$ cat config.mk
export PLATFORM = sky130hd
export DESIGN_NAME = deconv
export DESIGN_NICKNAME = d
export VERILOG_FILES = /design/src/rtl/deconv_pkg.sv /design/src/rtl/deconv_div.sv /design/src/rtl/deconv.sv
export SDC_FILE = /design/constraint.sdc
export NUM_CORES = 1
export LEC_CHECK = 0
export BUFFER_PORTS_ARGS = -buffer_cell sky130_fd_sc_hd__buf_2
export CORE_MARGIN = 2
export CORE_UTILIZATION = 25
export DETAILED_ROUTE_END_ITERATION = 7
export SYNTH_ARGS = -nofsm -noshare
export SYNTH_HDL_FRONTEND = slang
export SYNTH_SLANG_ARGS = --single-unit
$ cat constraint.sdc
create_clock -name clk -period 22.8 [get_ports clk]
set_input_delay 2.28 -clock clk [delete_from_list [all_inputs] [get_ports clk]]
set_output_delay 2.28 -clock clk [all_outputs]
set_load 0.005 [all_outputs]
$ cat src/rtl/deconv_pkg.sv
// Shared defaults, one-hot state encoding and error-bit indices for the deconv block.
package deconv_pkg;

    localparam int unsigned LEN_DEF   = 8;
    localparam int unsigned ACC_W_DEF = 24;

    localparam int unsigned ERR_DIV = 0;
    localparam int unsigned ERR_RES = 1;

    typedef enum logic [6:0] {
        S_LOAD = 7'b0000001,
        S_INIT = 7'b0000010,
        S_MAC  = 7'b0000100,
        S_DIV  = 7'b0001000,
        S_WB   = 7'b0010000,
        S_RES  = 7'b0100000,
        S_OUT  = 7'b1000000
    } state_e;

    // Sub-steps of one residue sample: load y[n], accumulate, then compare against zero.
    typedef enum logic [1:0] {
        RP_INIT,
        RP_MAC,
        RP_CMP
    } res_phase_e;

endpackage

$ cat src/rtl/deconv_div.sv
// deconv_div: signed sequential restoring divider with a fixed ACC_W-cycle latency.
// The quotient is truncated toward zero; signs are stripped on start and reapplied on output.
module deconv_div #(
    parameter int unsigned ACC_W = 24
) (
    input  logic                    clk,
    input  logic                    reset,
    input  logic                    start_i,
    input  logic signed [ACC_W-1:0] dividend_i,
    input  logic signed [7:0]       divisor_i,
    output logic                    done_o,
    output logic signed [ACC_W:0]   quotient_o
);

    localparam int unsigned CW = $clog2(ACC_W);

    logic             busy_q, busy_d;
    logic [CW-1:0]    cnt_q, cnt_d;
    logic [7:0]       rem_q, rem_d;
    logic [ACC_W-1:0] quo_q, quo_d;
    logic [7:0]       dsr_q, dsr_d;
    logic             neg_q, neg_d;
    logic [8:0]       rem_sh;

    // done marks the cycle in which the final quotient bit is being resolved.
    assign done_o     = busy_q && (cnt_q == CW'(ACC_W - 1));
    assign quotient_o = neg_q ? -$signed({1'b0, quo_q}) : $signed({1'b0, quo_q});

    always_comb begin
        busy_d = busy_q;
        cnt_d  = cnt_q;
        rem_d  = rem_q;
        quo_d  = quo_q;
        dsr_d  = dsr_q;
        neg_d  = neg_q;
        rem_sh = {rem_q, quo_q[ACC_W-1]};
        if (start_i) begin
            busy_d = 1'b1;
            cnt_d  = '0;
            rem_d  = '0;
            quo_d  = dividend_i[ACC_W-1] ? ACC_W'(-dividend_i) : dividend_i;
            dsr_d  = divisor_i[7] ? 8'(-divisor_i) : divisor_i;
            neg_d  = dividend_i[ACC_W-1] ^ divisor_i[7];
        end else if (busy_q) begin
            if (rem_sh >= {1'b0, dsr_q}) begin
                rem_d = 8'(rem_sh - {1'b0, dsr_q});
                quo_d = {quo_q[ACC_W-2:0], 1'b1};
            end else begin
                rem_d = rem_sh[7:0];
                quo_d = {quo_q[ACC_W-2:0], 1'b0};
            end
            cnt_d = cnt_q + CW'(1);
            if (done_o) begin
                busy_d = 1'b0;
            end
        end
    end

    always_ff @(posedge clk) begin
        if (!reset) begin
            busy_q <= 1'b0;
            cnt_q  <= '0;
            rem_q  <= '0;
            quo_q  <= '0;
            dsr_q  <= '0;
            neg_q  <= 1'b0;
        end else begin
            busy_q <= busy_d;
            cnt_q  <= cnt_d;
            rem_q  <= rem_d;
            quo_q  <= quo_d;
            dsr_q  <= dsr_d;
            neg_q  <= neg_d;
        end
    end

endmodule

$ cat src/rtl/deconv.sv
// deconv: recovers x from a full convolution frame y and kernel h by recursive long division.
// Define DECONV_RESIDUE_CHECK_EN to build the residue check over y[LEN..2*LEN-2].
module deconv
    import deconv_pkg::*;
#(
    parameter int unsigned LEN   = LEN_DEF,
    parameter int unsigned ACC_W = ACC_W_DEF
) (
    input  logic        clk,
    input  logic        reset,
    input  logic        DECONV_iValid,
    output logic        DECONV_iReady,
    input  logic [15:0] DECONV_iY,
    input  logic [7:0]  DECONV_iH,
    output logic        DECONV_oValid,
    input  logic        DECONV_iOutReady,
    output logic [7:0]  DECONV_oX,
    output logic        DECONV_oLast,
    output logic [1:0]  DECONV_oErr
);

    localparam int unsigned NY = 2 * LEN - 1;
    localparam int unsigned LW = $clog2(LEN);
    localparam int unsigned IW = $clog2(NY);
    localparam logic signed [ACC_W:0] Q_MAX = 127;
    localparam logic signed [ACC_W:0] Q_MIN = -128;

    state_e                  state_q, state_d;
    logic [IW-1:0]           n_q, n_d;
    logic [LW-1:0]           k_q, k_d;
    logic signed [ACC_W-1:0] acc_q, acc_d;
    logic [1:0]              err_q, err_d;
`ifdef DECONV_RESIDUE_CHECK_EN
    res_phase_e              rph_q, rph_d;
`endif

    logic [15:0]             y_q [NY];
    logic signed [7:0]       h_q [LEN];
    logic signed [7:0]       x_q [LEN];

    logic                    y_we, h_we, x_we, x_clr;
    logic signed [7:0]       x_wdata;
    logic signed [15:0]      y_rd;
    logic signed [15:0]      prod;
    logic signed [ACC_W-1:0] y_ext, prod_ext;
    logic [LW-1:0]           j_idx;
    logic                    in_fire, out_fire;
    logic                    div_start, div_done;
    logic signed [ACC_W:0]   div_q;

    deconv_div #(
        .ACC_W(ACC_W)
    ) u_div (
        .clk       (clk),
        .reset     (reset),
        .start_i   (div_start),
        .dividend_i(acc_d),
        .divisor_i (h_q[0]),
        .done_o    (div_done),
        .quotient_o(div_q)
    );

    // n-k stays below LEN, so modulo-2^LW arithmetic on the low index bits is exact.
    always_comb begin
        y_rd     = y_q[n_q];
        y_ext    = {{(ACC_W-16){y_rd[15]}}, y_rd};
        j_idx    = n_q[LW-1:0] - k_q;
        prod     = 16'(h_q[k_q]) * 16'(x_q[j_idx]);
        prod_ext = {{(ACC_W-16){prod[15]}}, prod};
    end

    always_comb begin
        DECONV_iReady = reset && (state_q == S_LOAD);
        DECONV_oValid = reset && (state_q == S_OUT);
        DECONV_oX     = DECONV_oValid ? x_q[n_q[LW-1:0]] : '0;
        DECONV_oLast  = DECONV_oValid && (n_q == IW'(LEN - 1));
        DECONV_oErr   = DECONV_oValid ? err_q : '0;
        in_fire       = DECONV_iValid && DECONV_iReady;
        out_fire      = DECONV_oValid && DECONV_iOutReady;
    end

    always_comb begin
        state_d   = state_q;
        n_d       = n_q;
        k_d       = k_q;
        acc_d     = acc_q;
        err_d     = err_q;
`ifdef DECONV_RESIDUE_CHECK_EN
        rph_d     = rph_q;
`endif
        y_we      = 1'b0;
        h_we      = 1'b0;
        x_we      = 1'b0;
        x_clr     = 1'b0;
        x_wdata   = '0;
        div_start = 1'b0;
        unique case (state_q)
            S_LOAD: begin
                if (in_fire) begin
                    y_we = 1'b1;
                    h_we = (n_q < IW'(LEN));
                    if (n_q == IW'(NY - 1)) begin
                        n_d = '0;
                        if (h_q[0] == '0) begin
                            err_d[ERR_DIV] = 1'b1;
                            x_clr          = 1'b1;
                            state_d        = S_OUT;
                        end else begin
                            state_d = S_INIT;
                        end
                    end else begin
                        n_d = n_q + IW'(1);
                    end
                end
            end
            S_INIT: begin
                acc_d = y_ext;
                k_d   = LW'(1);
                if (n_q == '0) begin
                    div_start = 1'b1;
                    state_d   = S_DIV;
                end else begin
                    state_d = S_MAC;
                end
            end
            S_MAC: begin
                acc_d = acc_q - prod_ext;
                if (k_q == n_q[LW-1:0]) begin
                    div_start = 1'b1;
                    state_d   = S_DIV;
                end else begin
                    k_d = k_q + LW'(1);
                end
            end
            S_DIV: begin
                if (div_done) begin
                    state_d = S_WB;
                end
            end
            S_WB: begin
                x_we = 1'b1;
                if (div_q > Q_MAX) begin
                    x_wdata        = 8'h7F;
                    err_d[ERR_DIV] = 1'b1;
                end else if (div_q < Q_MIN) begin
                    x_wdata        = 8'h80;
                    err_d[ERR_DIV] = 1'b1;
                end else begin
                    x_wdata = div_q[7:0];
                end
                if (n_q == IW'(LEN - 1)) begin
`ifdef DECONV_RESIDUE_CHECK_EN
                    n_d     = IW'(LEN);
                    rph_d   = RP_INIT;
                    state_d = S_RES;
`else
                    n_d     = '0;
                    state_d = S_OUT;
`endif
                end else begin
                    n_d     = n_q + IW'(1);
                    state_d = S_INIT;
                end
            end
`ifdef DECONV_RESIDUE_CHECK_EN
            S_RES: begin
                unique case (rph_q)
                    RP_INIT: begin
                        acc_d = y_ext;
                        k_d   = n_q[LW-1:0] - LW'(LEN - 1);
                        rph_d = RP_MAC;
                    end
                    RP_MAC: begin
                        acc_d = acc_q - prod_ext;
                        if (k_q == LW'(LEN - 1)) begin
                            rph_d = RP_CMP;
                        end else begin
                            k_d = k_q + LW'(1);
                        end
                    end
                    default: begin
                        if (acc_q != '0) begin
                            err_d[ERR_RES] = 1'b1;
                        end
                        if (n_q == IW'(NY - 1)) begin
                            n_d     = '0;
                            state_d = S_OUT;
                        end else begin
                            n_d   = n_q + IW'(1);
                            rph_d = RP_INIT;
                        end
                    end
                endcase
            end
`endif
            S_OUT: begin
                if (out_fire) begin
                    if (n_q == IW'(LEN - 1)) begin
                        n_d     = '0;
                        err_d   = '0;
                        state_d = S_LOAD;
                    end else begin
                        n_d = n_q + IW'(1);
                    end
                end
            end
            default: begin
                state_d = S_LOAD;
            end
        endcase
    end

    always_ff @(posedge clk) begin
        if (!reset) begin
            state_q <= S_LOAD;
            n_q     <= '0;
            k_q     <= '0;
            acc_q   <= '0;
            err_q   <= '0;
        end else begin
            state_q <= state_d;
            n_q     <= n_d;
            k_q     <= k_d;
            acc_q   <= acc_d;
            err_q   <= err_d;
        end
    end

`ifdef DECONV_RESIDUE_CHECK_EN
    always_ff @(posedge clk) begin
        if (!reset) begin
            rph_q <= RP_INIT;
        end else begin
            rph_q <= rph_d;
        end
    end
`endif

    // Sample storage is fully rewritten by every frame, so it carries no reset.
    always_ff @(posedge clk) begin
        if (y_we) begin
            y_q[n_q] <= DECONV_iY;
        end
        if (h_we) begin
            h_q[n_q[LW-1:0]] <= DECONV_iH;
        end
        if (x_clr) begin
            x_q <= '{default: '0};
        end else if (x_we) begin
            x_q[n_q[LW-1:0]] <= x_wdata;
        end
    end

endmodule

Word level (Yosys, flattened, before mapping):

Memory sizes are Yosys's and may differ from the RTL's. A register that Yosys moved wholly into a read port is not among the register bits.
Index checks and enable logic that the tools add are counted.
W data, S select, Z words.

* eq/ne operators: 19
* order comparisons: 7
* muxes and demuxes: 70
* bitwise logic cells: 4
* reduce and logical (&&, ||, !) cells: 17
* multipliers: 1
* add/subtract/negate cells: 9

Operator list (count)
* $mux W8: 11
* $mux W24: 3
* $bwmux W64: 1
* $mux W7: 8
* $bmux W8 S3: 2
* $pmux W24 S2: 1
* $pmux W7 S6: 1
* $mux W4: 7
* $mux W1: 27
* $gt A25 B8 Y1 const B: 1
* $lt A25 B8 Y1 const B: 1
* $mux W25: 1
* $neg A24 Y25: 1
* $demux W8 S3: 1
* $neg A24 Y24: 1
* $sub A24 B16 Y24: 1
* $mul A8 B8 Y16: 1
* $pmux W4 S3: 1
* $ne A2 B2 Y1 const B: 5
* $ge A9 B8 Y1: 1
* $mux W3: 3
* $ge A4 B4 Y1 const B: 2
* $logic_not A8 Y1: 1
* $neg A8 Y8: 1
* 34 further kinds: 44

* register bits: 150
* input port bits: 28
* memory bits (writable): 304
* memories kept: 2
* word-level logic and storage cells: 148
* output and inout bits: 13

Memory list
* y_q: depth 15, width 16, rd ports 1, clocked after Yosys merged registers in 1, wr ports 1, line deconv.sv:37 `logic [15:0] y_q [NY];`
* h_q: depth 8, width 8, rd ports 2, clocked after Yosys merged registers in 1, wr ports 1, line deconv.sv:38 `logic signed [7:0] h_q [LEN];`

Longest topological paths before layout:

Gate-level depths: netlist of run 1.

* depth after elaboration: 11
* depth in mapped cells: 34

Modules after synthesis:

A second synthesis of run 1 with hierarchy kept.

* cells, all modules: 1990
* area, all modules: 24457.2 sq um

Modules (own cells, without submodules)
* deconv: sequential area each 11310.8 sq um, area an instance 21026.4 sq um, instances 1, cells each 1570
* deconv_div: sequential area each 940.9 sq um, area an instance 3430.8 sq um, instances 1, cells each 420

Worst setup path before layout of run 1:

OpenSTA, ideal clock, no wires.

* kind: flip-flop to flip-flop
* from: reg n_q[0]
* to: reg u_div.quo_q[18]
* setup slack: 13400 ps
* buffers on the path: 5
* cell stages (with the launch flop): 32
* data arrival time: 9267 ps
* period minus slack after synthesis: 9400 ps
* path through: dfxtp_1 > clkbuf_1 > inv_1 > ha_1 > inv_1 > fa_1 > xnor3_2 > buf_1 > mux4_2 > mux2i_1 > nor2_1 > fa_1 > inv_1 > fa_1 > inv_1 > fa_1 > inv_1 > fa_1 > fa_1 > ha_1 > clkbuf_1 > a21oi_1 > o21ai_0 > a211o_1 > a2111oi_0 > nor3_1 > or3_1 > clkbuf_1 > clkbuf_1 > o41ai_1 > xnor2_1 > o22ai_1

* longest elaborated chain between the ends: 11
* elaborated cells on any way between the ends: 17

Ends and longest elaborated chain
* from (decl): line deconv.sv:29 `logic [IW-1:0] n_q, n_d;`
* from (signal assigned): line deconv.sv:222 `n_q <= n_d;`
* $sub A3 B3 Y3: line deconv.sv:67 `j_idx = n_q[LW-1:0] - k_q;`
* $not A3 Y4 (implied by the code): line deconv.sv:68 `prod = 16'(h_q[k_q]) * 16'(x_q[j_idx]);`
* $bmux W8 S3: line deconv.sv:68
* $mux W8 (implied by the code) (2 in series): line deconv.sv:68
* $mul A8 B8 Y16: line deconv.sv:68
* $sub A24 B16 Y24: line deconv.sv:127 `acc_d = acc_q - prod_ext;`
* $pmux W24 S2: line deconv.sv:97 `unique case (state_q)`
* $neg A24 Y24: line deconv_div.sv:41 `quo_d = dividend_i[ACC_W-1] ? ACC_W'(-dividend_i) : dividend_i;`
* $mux W24: line deconv_div.sv:41
* $mux W24: line deconv_div.sv:37 `if (start_i) begin`
* to (signal assigned): line deconv_div.sv:71 `quo_q <= quo_d;`
* to (decl): line deconv_div.sv:20 `logic [ACC_W-1:0] quo_q, quo_d;`

Parallel ways exist; a longest one is shown, timed or not. The select of a mux whose other input is x is not followed.
A chain may end at the register's enable or synchronous reset.

Final worst setup path of run 1:

* from: reg n_q[0]
* to: reg u_div.quo_q[7]

Same word-level chain as after synthesis.

==> flow_summary.json, run 1 <==
{
  "critPathTopFamily": "adder cells",
  "drive_gt1_share_pct": 16.7,
  "r2r_start": "n_q[0]$_SDFFE_PN0P_",
  "cts.sinks": 460,
  "fp.dieH_um": 324,
  "ys_seq_area_share_pct": 48.0,
  "dp.cells": 3531,
  "syn_area_per_cell_um2": 11.5,
  "start_util_pct": 25.2,
  "synth_cells": 2214,
  "setup_viol": 0,
  "synth_commonest_cells": "edfxtp_1, nor2_1, inv_1, dfxtp_1, nand2_1",
  "hpwl_mm": 47.4,
  "drt-total-wl_mm": 68.6,
  "finalNonFillerCells": 3615,
  "row_count": 117,
  "drv_slew": 0,
  "worst_hold_path_type": "register to register",
  "fp.coreArea_um2": 101000,
  "die_x_um": 324,
  "synth_top_area_cell": "edfxtp_1",
  "p_clk_share_pct": 27.6,
  "max_freq_mhz": 98.7,
  "finClkSkew_ns": 0.0499,
  "hold_violations": 0,
  "synth-edff-count": 304,
  "p_comb_share_pct": 39.6,
  "synthToLayoutAreaGrowth_pct": 12.7,
  "synth.top_cells.by_area": "edfxtp_1, dfxtp_1, mux4_2",
  "finalCritPeriodShare_pct": 44.4,
  "relSlewSlack_pct": 25.1,
  "ys_seq_elements": 460,
  "routabilityCongestion": 0.872,
  "wl_per_cell_um": 19.0,
  "htree_levels": 2,
  "n_fill_cell": 10400,
  "final_nets": 2383,
  "status": "complete, no violations",
  "synth-main-ff-cell": "edfxtp_1",
  "timing.rr.end": "u_div.quo_q[7]$_SDFFE_PN0P_",
  "slowest_stage": "fa_1",
  "holdCritStartpoint": "u_div.dsr_q[7]$_SDFFE_PN0P_",
  "cts_setup_buffers": 0,
  "required_ns": 23.30,
  "grt_pass1_vias": 17200,
  "whs_path_depth": 2,
  "rsz0062_at_grt": "no",
  "portBuffers": 39,
  "drt_iter0_drc": 1676,
  "worstMarginPinSlew_ns": 1.09,
  "crit_path_max_incr_delay_ns": 0.82,
  "cts-hold-fix-buffers": 0,
  "dieArea_um2": 105000,
  "antenna_cells": 0,
  "ys_warn_count": 0,
  "clk_latency_ns": 0.61,
  "postCtsResizedCells": 0,
  "yosysMostFrequentCell": "edfxtp_1",
  "seq_power_share_pct": 32.8,
  "worst_path_most_repeated_cell": "fa_1",
  "vias": 17800,
  "p_leak_nw": 10.2,
  "cts_max_path_buffers": 3,
  "cts_tree": "built",
  "layout_min_cycle_time_ns": 10.13,
  "synth_top_cell_area_share_pct": 35.8,
  "ant_nets": 0,
  "r2r_cells": 27,
  "grt-ovfl-total": 0,
  "drc": 0,
  "syn-cell-area_um2": 25500,
  "endpoint_kind": "register",
  "cts_buffers": 46,
  "grt_max_degree": 61,
  "p_sw_w": 0.00105,
  "synth_nets": 2386,
  "clk_pin_slew_ns": 0.07,
  "maxCapViolations": 0,
  "io_pins": 41,
  "grt_first_pass_wirelength_mm": 106,
  "antenna_found_initial": 1,
  "path_buf_inv": 6,
  "p_int_w": 0.00168,
  "crit_type": "register to register",
  "async_reset_ff_share_pct": 0,
  "finalSetupTns_ns": 0,
  "crit_path_start_kind": "register",
  "drt_first_pass_iters": 5,
  "holdPathEnd": "u_div.dsr_q[7]$_SDFFE_PN0P_",
  "ff2ff_setup_slack_ns": 12.67,
  "worstPathArrival_ns": 10.63,
  "power_density_nw_per_um2": 94.9,
  "crit_fanout": 34,
  "swShare_pct": 38.4,
  "synthDistinctLibCells": 91,
  "via_per_inst": 4.92,
  "grt_usage_pct": 12.9,
  "root_buffer": "clkbuf_16",
  "peakVddDrop_v": 0.0000809
}
## worst min-delay path, stage by stage, from the launching register on
cell     delay (ns)
dfxtp_1        0.31
nand2_1        0.06
a21oi_1        0.05
## logic make-up after synthesis
kind of cell,Yosys count,share of synthesized area (%)
other,1,0.0147
AOI/OAI and AO/OA,432,11.8
adders and majority gates,144,9.35
buffers and inverters,306,4.71
DFF,460,48.0
muxes,192,11.9
and+or+nand+nor,627,12.4
xor gates and xnor gates,52,1.84
## per-stage QoR
step                      worst slack [ns]  hold WS, ns  power [W]  util [%]  instance area (µm²)
final                                12.67        0.465    0.00273      28.3                28800
after floorplan                      13.40        0.432    0.00170         -                25500
after global routing                 11.88        0.494    0.00290      28.3                28800
after CTS                            12.74        0.462    0.00273      28.3                28800
after global placement               12.92        0.441    0.00197      26.9                27300
after detailed placement             12.73        0.453    0.00197      26.9                27300
## per-layer routing
| layer | wire length (µm) | global-route usage, % |
|---|---|---|
| met1 | 30400 | 17.6 |
| met2 | 33100 | 21.9 |
| met3 | 3470 | 1.32 |
| met4 | 1590 | 3.32 |
| met5 | 0 | 0 |
## sequential cells by signal, indices dropped and copies added (netlist names), named ones only
signal	count
y_q	240
h_q	64
x_q	64
acc_q	24
u_div.quo_q	24
u_div.dsr_q	8
u_div.rem_q	8
state_q	6
u_div.cnt_q	5
n_q	4
k_q	3
err_q	1
u_div.busy_q	1
u_div.neg_q	1
## power groups by stage
stage	clock (W)	sequential (W)	combinational (W)
after floorplan	0	0.000912	0.000787
after global placement	0	0.000914	0.00105
after detailed placement	0	0.000914	0.00105
after CTS	0.000769	0.000896	0.00106
after global routing	0.000800	0.000896	0.00120
final	0.000753	0.000896	0.00108
## worst max-delay path by stage
stage	start	endpoint	slack, ns	cells after the start
finish	n_q[0]$_SDFFE_PN0P_	u_div.quo_q[7]$_SDFFE_PN0P_	12.67	27
global route	n_q[0]$_SDFFE_PN0P_	u_div.quo_q[7]$_SDFFE_PN0P_	11.88	28
CTS	n_q[0]$_SDFFE_PN0P_	u_div.quo_q[7]$_SDFFE_PN0P_	12.74	27
detailed placement	n_q[0]$_SDFFE_PN0P_	u_div.quo_q[22]$_SDFFE_PN0P_	12.73	28
global placement	n_q[0]$_SDFFE_PN0P_	u_div.quo_q[22]$_SDFFE_PN0P_	12.92	28
floorplan	n_q[0]$_SDFFE_PN0P_	u_div.quo_q[18]$_SDFFE_PN0P_	13.40	31
## cell usage in the layout, fill, tap and decap left out, types with 32 or more instances in the layout
cell | synthesis | routed
inv_1 | 169 | 169
ha_1 | 66 | 66
mux4_2 | 86 | 86
buf_4 | 5 | 44
dfxtp_1 | 156 | 153
nand2_1 | 119 | 119
edfxtp_1 | 304 | 304
or2_2 | 35 | 35
o21ai_2 | 32 | 32
buf_2 | 9 | 39
clkbuf_16 | 0 | 46
o21ai_0 | 78 | 76
nand2b_1 | 32 | 32
fa_1 | 78 | 78
nor2_1 | 179 | 167
mux2i_1 | 80 | 80
xnor2_1 | 34 | 34
a21oi_1 | 86 | 86
nand3_1 | 69 | 69
## final cells by class
type / instances / area, µm² / share of cell area [%]
clock buffers: 56 / 1210 / 4.20
clock inverters: 28 / 275 / 0.957
inverters: 172 / 646 / 2.25
multi-input cells: 1448 / 12100 / 42.2
flip-flops and latches: 460 / 12300 / 42.6
well taps: 1368 / 1710 / 5.95
repair buffers: 83 / 526 / 1.83
(Power assumes the default switching activity.)
==> run 2, diff against run 1 <==
- clock period: 22.8 -> 9.05 ns (I/O delays scaled with it)
==> flow_summary.json, run 2 (same netlist as run 1, synthesis figures left out) <==
{
  "rsz0062_at_grt": "no",
  "routabilityCongestion": 0.862,
  "p_int_w": 0.00446,
  "ff2ff_setup_slack_ns": 0.42,
  "drive_gt1_share_pct": 18.1,
  "seq_power_share_pct": 31.8,
  "synthToLayoutAreaGrowth_pct": 14.0,
  "fp.coreArea_um2": 101000,
  "mostFrequentLayoutCells": "edfxtp_1, inv_1, nor2_1",
  "grt_usage_pct": 13.1,
  "max_freq_mhz": 116,
  "holdCritStartpoint": "u_div.dsr_q[7]$_SDFFE_PN0P_",
  "crit_fanout": 16,
  "maxCapViolations": 0,
  "vias": 18000,
  "worstPathArrival_ns": 9.11,
  "layout_commonest_cell": "edfxtp_1",
  "clk_pin_slew_ns": 0.07,
  "htree_levels": 2,
  "power_density_nw_per_um2": 244,
  "finalCritPeriodShare_pct": 95.3,
  "grt_busiest_layer": "met2",
  "wl_per_cell_um": 19.1,
  "relSlewSlack_pct": 19.1,
  "endpoint_kind": "register",
  "swShare_pct": 37.2,
  "row_count": 117,
  "cts_buffers": 46,
  "status": "complete, no violations",
  "dieArea_um2": 105000,
  "final_nets": 2415,
  "p_clk_share_pct": 28.0,
  "via_per_inst": 4.93,
  "drc": 0,
  "grt_first_pass_wirelength_mm": 107,
  "crit_path_start_kind": "register",
  "portBuffers": 39,
  "die_x_um": 324,
  "fp.dieH_um": 324,
  "finClkSkew_ns": 0.0375,
  "ant_nets": 0,
  "timing.rr.end": "u_div.quo_q[21]$_SDFFE_PN0P_",
  "peakVddDrop_v": 0.000231,
  "clk_latency_ns": 0.60,
  "regMostFlops": "y_q",
  "start_util_pct": 25.2,
  "cts-hold-fix-buffers": 0,
  "holdPathEnd": "u_div.dsr_q[7]$_SDFFE_PN0P_",
  "cts.sinks": 460,
  "hpwl_mm": 48.3,
  "drt_iter0_drc": 1774,
  "io_pins": 41,
  "required_ns": 9.54,
  "p_sw_w": 0.00264,
  "largest_reg_flops": 240,
  "r2r_cells": 27,
  "whs_path_depth": 2,
  "grt_pass1_vias": 17800,
  "p_leak_nw": 10.4,
  "drt_first_pass_iters": 5,
  "grt_util_met2_pct": 21.6,
  "layout_setup_ws_ns": 0.423,
  "crit_type": "register to register",
  "worstMarginPinSlew_ns": 1.21,
  "met1_usage_pct": 17.8,
  "n_fill_cell": 10400,
  "drt-total-wl_mm": 69.6,
  "setup_viol": 0,
  "hold_violations": 0,
  "met3_usage_pct": 1.55,
  "grt_max_degree": 66,
  "grt-ovfl-total": 0,
  "layout_min_cycle_time_ns": 8.63,
  "cts_max_path_buffers": 3,
  "place_ws_ns": 0.278,
  "drv_slew": 0,
  "worst_hold_path_type": "register to register",
  "cts_tree": "built",
  "p_comb_share_pct": 40.2,
  "finalSetupTns_ns": 0,
  "r2r_start": "k_q[0]$_SDFFE_PN0P_",
  "root_buffer": "clkbuf_16",
  "antenna_found_initial": 4
}
==> run 2: worst max path at each step <==
| stage | start | to | slack [ns] | cells past startpoint |
|---|---|---|---|---|
| floorplan | n_q[0]$_SDFFE_PN0P_ | u_div.quo_q[18]$_SDFFE_PN0P_ | 0.01 | 31 |
| global placement | k_q[0]$_SDFFE_PN0P_ | u_div.quo_q[16]$_SDFFE_PN0P_ | 0.48 | 28 |
| detailed placement | k_q[0]$_SDFFE_PN0P_ | u_div.quo_q[21]$_SDFFE_PN0P_ | 0.28 | 28 |
| CTS | k_q[0]$_SDFFE_PN0P_ | u_div.quo_q[21]$_SDFFE_PN0P_ | 0.27 | 28 |
| global route | k_q[0]$_SDFFE_PN0P_ | u_div.quo_q[22]$_SDFFE_PN0P_ | 0.09 | 30 |
| finish | k_q[0]$_SDFFE_PN0P_ | u_div.quo_q[21]$_SDFFE_PN0P_ | 0.42 | 27 |
==> run 2: critical path, cell delays in order, from the launching register on <==
cell       delay, ns
dfxtp_1         0.38
ha_1            0.16
inv_1           0.04
fa_1            0.36
xnor3_2         0.25
buf_12          0.19
mux4_2          0.52
mux2i_1         0.55
buf_4           0.26
nor2_1          0.05
ha_1            0.27
inv_1           0.05
fa_1            0.50
fa_1            0.52
fa_1            0.54
inv_1           0.07
fa_1            0.50
inv_1           0.04
ha_1            0.39
a21o_1          0.21
a2111oi_0       0.60
a211oi_1        0.16
a31oi_1         0.44
o211a_1         0.26
nand4_1         0.23
nor3_2          0.42
a2111oi_0       0.17
or3_1           0.40
==> run 2: power by group through the flow <==
stage	clock network [W]	registers [W]	logic [W]
after floorplan	0	0.00230	0.00199
after global placement	0	0.00230	0.00278
after detailed placement	0	0.00230	0.00279
after CTS	0.00203	0.00226	0.00281
after global routing	0.00210	0.00226	0.00319
final	0.00199	0.00226	0.00285
==> run 2: cell type report <==
cell class              count  area (µm²)  share of cell area [%]
clock inverters            31         334                    1.15
diodes                      2        5.00                  0.0172
multi-input cells        1448       12100                    41.7
clock buffers              55        1230                    4.21
well taps                1368        1710                    5.88
flip-flops and latches    460       12300                    42.1
repair buffers            115         778                    2.67
inverters                 172         646                    2.22
==> run 2: per-layer routing <==
metal	vias up	wire (µm)
met5	-	13
met4	2	2140
met3	129	3570
met2	549	32900
met1	9056	30900
li1	8270	-
==> run 2: metrics by stage <==
step / instances / total power, W / hold slack [ns] / utilization [%] / area (µm²)
2_1_floorplan: 2214 / 0.00428 / 0.432 / - / 25500
3_3_place_gp: 3563 / 0.00508 / 0.442 / 27.1 / 27500
3_5_place_dp: 3563 / 0.00509 / 0.458 / 27.1 / 27500
4_1_cts: 3649 / 0.00709 / 0.465 / 28.7 / 29100
5_1_grt: 3651 / 0.00755 / 0.495 / 28.7 / 29100
6_report: 3651 / 0.00710 / 0.468 / 28.7 / 29100
==> run 2: repair_timing <==
action | in CTS | in global routing
setup buffers | 0 | 0
gates resized for setup | 0 | 5
setup endpoints to repair | 0 | 15
==> run 3, diff against run 2 <==
- PLACE_DENSITY: default -> 0.43
- RECOVER_POWER: default -> 100
==> flow_summary.json, run 3 (same netlist as run 1, synthesis figures left out) <==
{
  "worstMarginPinSlew_ns": 2.41,
  "r2r_cells": 28,
  "required_ns": 9.63,
  "whs_path_depth": 2,
  "grt_util_met2_pct": 24.8,
  "drive_gt1_share_pct": 14.4,
  "drv_slew": 214,
  "drt_first_pass_iters": 6,
  "holdPathEnd": "u_div.dsr_q[7]$_SDFFE_PN0P_",
  "worst_hold_path_type": "register to register",
  "mostFrequentLayoutCells": "edfxtp_1, nor2_1, inv_1",
  "largest_reg_flops": 240,
  "finalSetupTns_ns": 0,
  "worst_path_most_repeated_cell": "fa_1",
  "fp.dieH_um": 324,
  "holdCritStartpoint": "u_div.dsr_q[7]$_SDFFE_PN0P_",
  "wl_per_cell_um": 20.9,
  "endpoint_kind": "register",
  "htree_levels": 2,
  "maxCapViolations": 13,
  "root_buffer": "clkbuf_16",
  "worstPathArrival_ns": 9.30,
  "row_count": 117,
  "vias": 17900,
  "via_per_inst": 4.90,
  "grt_max_degree": 52,
  "rsz0062_at_grt": "yes",
  "violations": "max-capacitance violations, max-slew violations",
  "layout_commonest_cell": "edfxtp_1",
  "grt_pass1_vias": 18700,
  "finClkSkew_ns": 0.0366,
  "grt_busiest_layer": "met2",
  "drt-total-wl_mm": 76.5,
  "critPathTopFamily": "adder cells",
  "start_util_pct": 25.2,
  "ant_nets": 0,
  "peakVddDrop_v": 0.000216,
  "stdcell_area_um2": 29000,
  "dp.cells": 3560,
  "setup_viol": 0,
  "crit_fanout": 12,
  "cts_buffers": 53,
  "relSlewSlack_pct": -61.4,
  "synthToLayoutAreaGrowth_pct": 13.8,
  "ff2ff_setup_slack_ns": 0.33,
  "crit_path_max_incr_delay_ns": 0.55,
  "clk_pin_slew_ns": 0.06,
  "crit_path_start_kind": "register",
  "slowest_stage": "fa_1",
  "hold_violations": 0,
  "die_x_um": 324,
  "p_leak_nw": 10.3,
  "drc": 0,
  "r2r_start": "k_q[0]$_SDFFE_PN0P_",
  "portBuffers": 39,
  "drt_iter0_drc": 1284,
  "final_nets": 2419,
  "fp.coreArea_um2": 101000,
  "met3_usage_pct": 2.05,
  "timing.rr.end": "u_div.quo_q[22]$_SDFFE_PN0P_",
  "layout_min_cycle_time_ns": 8.72,
  "post-route-util_pct": 28.6,
  "place_ws_ns": -0.0145,
  "regMostFlops": "y_q",
  "finalCritPeriodShare_pct": 96.3,
  "grt_usage_pct": 14.6,
  "status": "finished with violations",
  "finalNonFillerCells": 3661,
  "io_pins": 41,
  "cts.sinks": 460,
  "place_area_um2": 27500,
  "dieArea_um2": 105000,
  "cts_tree": "built",
  "grt-ovfl-total": 0,
  "grt_first_pass_wirelength_mm": 117,
  "cts_max_path_buffers": 3,
  "hpwl_mm": 53.6,
  "met1_usage_pct": 19.5,
  "clk_latency_ns": 0.64,
  "path_buf_inv": 5,
  "power_density_nw_per_um2": 252,
  "max_freq_mhz": 115,
  "routabilityCongestion": 0.847,
  "antenna_found_initial": 2,
  "layout_setup_ws_ns": 0.333,
  "crit_type": "register to register"
}
==> run 3: cell count changes in the layout (fill, tap and decap cells not counted), sizes merged <==
cell	before	now
clkinvlp	1	3
buf	115	63
clkinv	25	31
diode	2	1
clkbuf	55	110
==> run 3: worst reg2reg max path, delay by kind of cell, from the launching register on <==
kind | cells | cell delay [ns]
buffers and inverters | 5 | 0.63
XOR/XNOR | 1 | 0.48
adder cells (fa/ha/maj) | 8 | 3.19
AND/OR/NAND/NOR | 8 | 2.10
AO/OA/AOI/OAI | 3 | 0.92
multiplexers | 3 | 0.98
flip-flops | 1 | 0.38
==> run 3: layout make-up <==
class / count / area, µm²
sequential: 460 / 12300
multi-input combinational: 1448 / 12000
fill: 10500 / 72400
tap: 1368 / 1710
timing repair buffer: 112 / 647
clock inverter: 39 / 429
clock buffer: 61 / 1370
antenna: 1 / 2.50
inverter: 172 / 646
==> run 3: how the worst max path moves through the flow <==
| stage | start | to | slack (ns) | cells past startpoint |
|---|---|---|---|---|
| final | k_q[0]$_SDFFE_PN0P_ | u_div.quo_q[22]$_SDFFE_PN0P_ | 0.33 | 28 |
| after global routing | k_q[0]$_SDFFE_PN0P_ | u_div.quo_q[22]$_SDFFE_PN0P_ | -0.06 | 28 |
| after CTS | k_q[0]$_SDFFE_PN0P_ | u_div.quo_q[22]$_SDFFE_PN0P_ | 0.04 | 27 |
| after detailed placement | k_q[0]$_SDFFE_PN0P_ | u_div.quo_q[22]$_SDFFE_PN0P_ | -0.01 | 28 |
| after global placement | n_q[0]$_SDFFE_PN0P_ | u_div.quo_q[22]$_SDFFE_PN0P_ | -0.05 | 29 |
| after floorplan | n_q[0]$_SDFFE_PN0P_ | u_div.quo_q[18]$_SDFFE_PN0P_ | 0.01 | 31 |
==> run 3: through the flow <==
| step | hold slack [ns] | power (W) |
|---|---|---|
| after CTS | 0.470 | 0.00738 |
| final | 0.465 | 0.00732 |
| after global routing | 0.483 | 0.00780 |
| after global placement | 0.455 | 0.00510 |
| after floorplan | 0.432 | 0.00428 |
| after detailed placement | 0.462 | 0.00514 |
==> run 3: report_power, final <==
group	total, W	internal, W	switching, W	leakage (nW)
clock network	0.00220	0.00127	0.000931	0.870
logic	0.00286	0.00105	0.00181	5.44
registers	0.00226	0.00225	0.0000114	4.00
==> run 3: per-layer routing <==
layer | vias to the layer above | wire length [µm] | share of wire (%)
li1 | 8268 | - | -
met1 | 9158 | 34400 | 45
met2 | 409 | 37000 | 48
met3 | 110 | 3140 | 4.1
met4 | 2 | 1840 | 2.4
met5 | - | 12 | 0.016
==> run 3: repair_timing <==
action / 4_1_cts / 5_1_grt
resized for setup: 1 / 8
setup buffers: 0 / 0
gates cloned: 0 / 0
hold buffers: 0 / 0
setup endpoints to repair: 1 / 18
